===== src/rtl/write_pkg.sv =====
// Shared types and constants for the Avalon pixel write master.
package write_pkg;

   typedef enum logic [1:0] {
      IDLE,
      WAIT_GROUP,
      WRITE,
      DONE
   } wm_state_t;

   localparam int GROUP_SIZE      = 6;
   localparam int BYTES_PER_PIXEL = 4;
   localparam int FRAME_PIXELS    = 76800;
   localparam logic [3:0] BYTEENABLE = 4'b0111;

endpackage


===== src/rtl/flex_counter.sv =====
// Generic wrapping counter: counts 0 .. rollover_val-1 on each enabled
// cycle, then returns to zero. A synchronous clear overrides counting.
module flex_counter #(
   parameter int NUM_CNT_BITS = 4
) (
   input  logic                    clk,
   input  logic                    n_rst,
   input  logic                    clear,
   input  logic                    count_enable,
   input  logic [NUM_CNT_BITS-1:0] rollover_val,
   output logic [NUM_CNT_BITS-1:0] count_out
);

   logic [NUM_CNT_BITS-1:0] count_q;
   logic [NUM_CNT_BITS-1:0] count_d;
   logic                    atTerminal;

   assign atTerminal = (count_q == (rollover_val - NUM_CNT_BITS'(1)));
   assign count_out  = count_q;

   // Next count: clear wins, otherwise step and wrap at the terminal value
   always_comb begin
      count_d = count_q;
      if (clear) begin
         count_d = '0;
      end else if (count_enable) begin
         count_d = atTerminal ? '0 : (count_q + NUM_CNT_BITS'(1));
      end
   end

   // Count register with asynchronous active-low reset
   always_ff @(posedge clk or negedge n_rst) begin
      if (!n_rst) begin
         count_q <= '0;
      end else begin
         count_q <= count_d;
      end
   end

endmodule


===== src/rtl/avalon_write_master.sv =====
// Avalon-MM write master: drains one full group of pixels at a time from
// the write buffer and writes each as a 32-bit word to consecutive SDRAM
// addresses from a per-frame base, flagging group and frame completion.
module avalon_write_master
   import write_pkg::*;
#(
   parameter int GROUP_SIZE   = write_pkg::GROUP_SIZE,
   parameter int FRAME_PIXELS = write_pkg::FRAME_PIXELS,
   parameter int CNT_W        = 17,
   parameter int ADDR_W       = 32
) (
   input  logic              clk,
   input  logic              n_rst,
   input  logic              start,
   input  logic [ADDR_W-1:0] base_address,
   input  logic              group_ready,
   input  logic [23:0]       pixel_in,
   input  logic              master_waitrequest,
   output logic              master_write,
   output logic [ADDR_W-1:0] master_address,
   output logic [31:0]       master_writedata,
   output logic [3:0]        master_byteenable,
   output logic              shift_enable_write,
   output logic              group_done,
   output logic              frame_done,
   output logic              busy
);

   localparam int BEAT_W = (GROUP_SIZE > 1) ? $clog2(GROUP_SIZE) : 1;

   wm_state_t         state_q;
   logic              write_q;
   logic [ADDR_W-1:0] address_q;
   logic [CNT_W-1:0]  pixelCount_q;
   logic              groupDone_q;
   logic              frameDone_q;

   logic              beatAccept;
   logic              lastBeat;
   logic              startAccept;
   logic [BEAT_W-1:0] beatCount;

   // A beat completes whenever the strobe is up and the slave is not stalling
   assign beatAccept  = write_q & ~master_waitrequest;
   assign lastBeat    = beatAccept && (beatCount == BEAT_W'(GROUP_SIZE - 1));
   assign startAccept = start && (state_q == IDLE);

   assign master_write       = write_q;
   assign master_address     = address_q;
   assign master_writedata   = {8'h00, pixel_in};
   assign master_byteenable  = BYTEENABLE;
   assign shift_enable_write = beatAccept;
   assign group_done         = groupDone_q;
   assign frame_done         = frameDone_q;
   assign busy               = (state_q != IDLE);

   flex_counter #(
      .NUM_CNT_BITS (BEAT_W)
   ) u_beatCounter (
      .clk          (clk),
      .n_rst        (n_rst),
      .clear        (startAccept),
      .count_enable (beatAccept),
      .rollover_val (BEAT_W'(GROUP_SIZE)),
      .count_out    (beatCount)
   );

   // Frame sequencing FSM with registered strobe, address, pixel count and pulses
   always_ff @(posedge clk or negedge n_rst) begin
      if (!n_rst) begin
         state_q      <= IDLE;
         write_q      <= 1'b0;
         address_q    <= '0;
         pixelCount_q <= '0;
         groupDone_q  <= 1'b0;
         frameDone_q  <= 1'b0;
      end else begin
         groupDone_q <= 1'b0;
         frameDone_q <= 1'b0;
         case (state_q)
            IDLE: begin
               if (start) begin
                  address_q    <= base_address;
                  pixelCount_q <= '0;
                  state_q      <= WAIT_GROUP;
               end
            end
            WAIT_GROUP: begin
               if (group_ready) begin
                  write_q <= 1'b1;
                  state_q <= WRITE;
               end
            end
            WRITE: begin
               if (beatAccept) begin
                  address_q    <= address_q + ADDR_W'(BYTES_PER_PIXEL);
                  pixelCount_q <= pixelCount_q + CNT_W'(1);
                  if (lastBeat) begin
                     write_q     <= 1'b0;
                     groupDone_q <= 1'b1;
                     if (pixelCount_q == CNT_W'(FRAME_PIXELS - 1)) begin
                        frameDone_q <= 1'b1;
                        state_q     <= DONE;
                     end else begin
                        state_q <= WAIT_GROUP;
                     end
                  end
               end
            end
            DONE: begin
               state_q <= IDLE;
            end
            default: begin
               write_q <= 1'b0;
               state_q <= IDLE;
            end
         endcase
      end
   end

endmodule


===== config.mk =====
export PLATFORM = sky130hd
export DESIGN_NAME = avalon_write_master
export DESIGN_NICKNAME = d
export VERILOG_FILES = /design/src/rtl/write_pkg.sv /design/src/rtl/flex_counter.sv /design/src/rtl/avalon_write_master.sv
export SDC_FILE = /design/constraint.sdc
export NUM_CORES = 1
export LEC_CHECK = 0
export CAP_MARGIN = 20
export CORE_ASPECT_RATIO = 0.6
export CORE_MARGIN = 2
export CORE_UTILIZATION = 48
export CTS_CLUSTER_SIZE = 24
export DETAILED_ROUTE_END_ITERATION = 8
export PLACE_DENSITY_LB_ADDON = 0.1
export SYNTH_ARGS = -nofsm -noshare
export SYNTH_HDL_FRONTEND = slang
export SYNTH_SLANG_ARGS = --single-unit
export TNS_END_PERCENT = 20

===== constraint.sdc =====
create_clock -name clk -period 3.4 [get_ports clk]
set_input_delay 0.85 -clock clk [delete_from_list [all_inputs] [get_ports clk]]
set_output_delay 0.85 -clock clk [all_outputs]
set_load 0.01 [all_outputs]

* Word level (Yosys, flattened, before mapping)
Index checks and enable logic that the tools add are counted.
Cells by class: equal/unequal tests 9, reduce and logical (&&, ||, !) cells 10, mux-type cells 26, bitwise operators 2, add/sub/neg operators 3
Operators with widths (number):
- $mux W32 | 2
- $pmux W32 S2 | 1
- $mux W17 | 2
- $pmux W17 S2 | 1
- $add A32 B3 Y32 const B | 1
- $add A17 B1 Y17 const B | 1
- $eq A17 B17 Y1 const B | 1
- $mux W1 | 10
- $mux W2 | 5
- $mux W3 | 3
- $ne A2 B2 Y1 const B | 4
- $pmux W2 S4 | 1
- $reduce_and A4 Y1 | 2
- $reduce_bool A2 Y1 | 4
- $eq A2 B2 Y1 const B | 2
- $add A3 B1 Y3 const B | 1
- $eq A3 B3 Y1 const B | 1
- $reduce_and A3 Y1 | 1
- $eq A2 B1 Y1 const B | 1
- $logic_and A1 B1 Y1 | 2
- $logic_not A2 Y1 | 1
- $pmux W1 S2 | 1
- $and A1 B1 Y1 | 1
- $not A1 Y1 | 1
Word-level totals: logic and storage cells 57, bits in registers 57, output and inout port bits 73

* Depth between registers and ports, before layout
depth in word-level cells 6, gate-level depth with buffers 7, depth with buffers taken out 6

* Modules after synthesis
From an unflattened synthesis, not the netlist that was laid out.
Unflattened totals: cells, all modules 426, area, all modules 3662.3 um2
Modules (own cells, without submodules):
- avalon_write_master | cells each 403, seq. area each 1351.3 um2, times used 1, area each 3435.8 um2
- flex_counter | cells each 23, seq. area each 75.1 um2, times used 1, area each 226.5 um2

* Worst setup path after synthesis
OpenSTA, ideal clock, no wires.
path type input -> register, start point input start, end point register pixelCount_q[16], setup time 132 ps, required time 3268 ps, data arrival time 1942 ps, stages on the path 6, buffers on the path 1, setup slack 1326 ps, path through or3b_1 buf_2 a211oi_2 nand4_1 xor2_1 nor2_1
Between the ends: longest elaborated chain between the ends 2
Ends and longest elaborated chain:
- start: declaration | RTL line avalon_write_master.sv:14 | input logic start,
- $ne A2 B2 Y1 (no line)
- $reduce_and A3 Y1 (no line)
- end signal: assignment | RTL line avalon_write_master.sv:97 | pixelCount_q <= pixelCount_q + CNT_W'(1);
- end: declaration | RTL line avalon_write_master.sv:34 | logic [CNT_W-1:0] pixelCount_q;
No other way between the ends. A chain may end at the register's enable or synchronous reset.

* Worst setup path after layout
start point input master_waitrequest, end point output shift_enable_write
Between the ends: longest elaborated chain between the ends 2
Ends and longest elaborated chain:
- start: declaration | RTL line avalon_write_master.sv:18 | input logic master_waitrequest,
- $not A1 Y1 | RTL line avalon_write_master.sv:44 | assign beatAccept = write_q & ~master_waitrequest;
- $and A1 B1 Y1 | RTL line avalon_write_master.sv:44
- end: declaration | RTL line avalon_write_master.sv:23 | output logic shift_enable_write,
No other way between the ends.

==> flow_summary.ini <==
[sta]
maxSlewHeadroom_pct = 40.45
setup_viol = 0
finalCritPeriodShare_pct = 84.75
tightest_slew_ns = 0.8932
fin_worst_skew_ns = 0.003761
timing.final.crit_period_ns = 2.881
rsz0062_at_grt = false
setup_tns_ns = 0
clock.fmax_mhz = 347.1
hold_viol = 0
maxSlewViolCount = 0

[die]
rows = 24
die_h_microns = 70.52
coreArea_sq_um = 7207
dieArea_sq_um = 8099
die-width_microns = 114.9
start_util_pct = 49.11
ios = 134

[clocking]
cts_tree = built
cts-root-buf = clkbuf_16
postCtsHoldBufs = 0
clkSlewWorstSetupHoldPaths_ns = 0.05
numCtsBuffers = 9
postCtsSetupRepairBufs = 0
clock_latency_ns = 0.33
cts_resized = 0
cts.path.max_buffers = 2
htree_num_levels = 3
cts.sinks = 57

[grt]
grt_max_degree = 41
grt_pass1_wl_microns = 16060
antenna_found_initial = 0
overflow = 0
track_usage_pct = 25.74
grt_pass1_vias = 3084

[routing]
postRouteWirelength_microns = 9779
vias_per_cell = 5.858
routedWlPerCell_microns = 17.56
drtIter0Drc = 306
drcViolationCount = 0
num_vias = 3263
first_pass_iters = 6
antenna_left = 0

[finish]
n_fill_cell = 638
fin_nets = 525
diodes = 0
fin_area_sq_um = 4482
finalCoreUtilization_pct = 62.19
syn2layout_area_growth_pct = 26.62
drive_gt1_share_pct = 9.013

[yosys]
yosysTopAreaCell = dfrtp_1
ys_seq_area_share_pct = 40.30
synth.area.top_cells = dfrtp_1 (40%), buf_4 (7.6%), nand2_1 (5.1%)
ys_ff_latch = 57
synth.distinct_cells = 58
synth_cells = 415
avgSynthCellArea_sq_um = 8.529
yosysWarnings = 0
async_flop_share_pct = 100.0
synth_ff_type = dfrtp_1
synth_edf_count = 0
netlist_area_sq_um = 3540
synth_top_area_share_pct = 40.30

[pwr]
p_per_area_nw_per_um2 = 863.1
ir_drop_mv = 0.5144
p_leak_nw = 1.838

[place]
port_buffers = 73
dp_hpwl_microns = 6895
gp_congestion = 0.8581
placed_cell_area_sq_um = 4151

[job]
cap_violations = 0

[worst_hold_path]
hold_class = flop to flop
min_from = master_address[0]
holdPathStages = 2
whs_endpoint = master_address[0]

[critical_path]
r2r_end = master_address[30]
start_kind = primary input
r2r_start = master_address[2]
r2r_cells = 6
crit_fanout = 4
cp.arrival_ns = 2.03
worstSetupEndpointType = output pin
crit_required_ns = 2.55
critPathKind = primary input to output pin
r2r_slack_ns = 1.12

[outcome]
status = complete, no violations
-- critical path, cell delays in order --
cell and delay [ns]:
clkdlybuf4s50_1 0.45, nor2b_1 0.17, clkdlybuf4s50_1 0.56
-- cells in the mapped netlist (3+ instances only) --
library cell and instances:
buf_2 8, buf_1 5, xnor2_1 6, o22a_1 4, inv_1 7, nor2_1 47, nand4_1 11, clkbuf_1 7
o32ai_1 4, o22ai_1 8, and3_1 5, nor4_1 4, a41oi_1 3, nor2b_1 3, a31oi_1 4, nand3_1 21
a311oi_1 3, a21oi_1 33, xor2_1 10, buf_4 36, nand2_1 48, o21ai_0 20, a2bb2oi_1 5, dfrtp_1 57
nor3_1 13
-- registers in the layout (all words and copies together) (netlist names) --
register	count
master_address	32
u_beatCounter.count_out	3
frame_done	1
group_done	1
master_write	1
state_q	2
pixelCount_q	17
-- cells by family after synthesis --
group                      share of synthesized area, %
AOI/OAI and AO/OA                                 18.42
xor gates and xnor gates                          3.959
adders and majority gates                        0.7069
buffers and inverters                             10.78
DFF                                               40.30
muxes                                            0.2828
other                                            0.2122
and+or+nand+nor                                   25.34
-- through the flow --
step | hold WS, ns | setup WS, ns | total power (W) | instances
6_report | 0.4798 | 0.5186 | 0.003868 | 557
4_1_cts | 0.4820 | 0.5242 | 0.003868 | 557
3_5_place_dp | 0.4695 | 0.5012 | 0.002850 | 542
5_1_grt | 0.5049 | 0.4587 | 0.004123 | 557
3_3_place_gp | 0.4746 | 0.5339 | 0.002814 | 542
2_1_floorplan | 0.4657 | 1.326 | 0.002133 | 425
-- metal layers --
layer  share of wire [%]  up-vias  wire (microns)  global-route usage, %
met4                 1.2        0             115                  7.095
li1                    -     1537               -                      -
met2                  41      135            4009                  34.77
met3                 8.2       21             800                  7.118
met5                   0        -               0                      0
met1                  50     1570            4854                  40.10
-- power breakdown --
group,total (W),switching [W],internal (W)
Combinational,0.00162,0.000834,0.000783
Sequential,0.00125,0.000344,0.000905
Clock,0.00100,0.000306,0.000697
Total,0.00387,0.00148,0.00238
-- worst max-delay path by stage --
| stage | from | end | slack [ns] | cells after the start |
|---|---|---|---|---|
| after floorplan | start | pixelCount_q[16] | 1.33 | 6 |
| after global placement | master_waitrequest | shift_enable_write | 0.53 | 3 |
| after detailed placement | start | pixelCount_q[12] | 0.50 | 6 |
| after CTS | master_waitrequest | shift_enable_write | 0.52 | 3 |
| after global routing | master_waitrequest | shift_enable_write | 0.46 | 3 |
| final | master_waitrequest | shift_enable_write | 0.52 | 3 |
-- cells in the final DEF (no fill, tap or decap), drive strengths merged, types with 4 or more instances in the layout --
master	instances
buf	10
nor2	47
inv	7
clkbuf	13
nor4	5
clkdlybuf4s50	72
o22ai	8
xnor2	6
xor2	10
nand3	21
o22a	5
o32ai	4
dfrtp	57
o21ai	20
and4	4
a21oi	34
nor3	13
a2bb2oi	5
and3	7
nand4	12
nand2	48
conb	12
a31oi	4
-- area by class of cell --
class / instances / area [sq um] / area share (%)
tap: 91 / 113.9 / 2.540
timing repair buffer: 82 / 805.8 / 17.98
clock buffer: 13 / 270.3 / 6.030
sequential: 57 / 1426 / 31.83
inverter: 7 / 26.28 / 0.5863
clock inverter: 2 / 60.06 / 1.340
multi-input combinational: 305 / 1779 / 39.70
No activity file was read; power rests on OpenSTA's default activity.
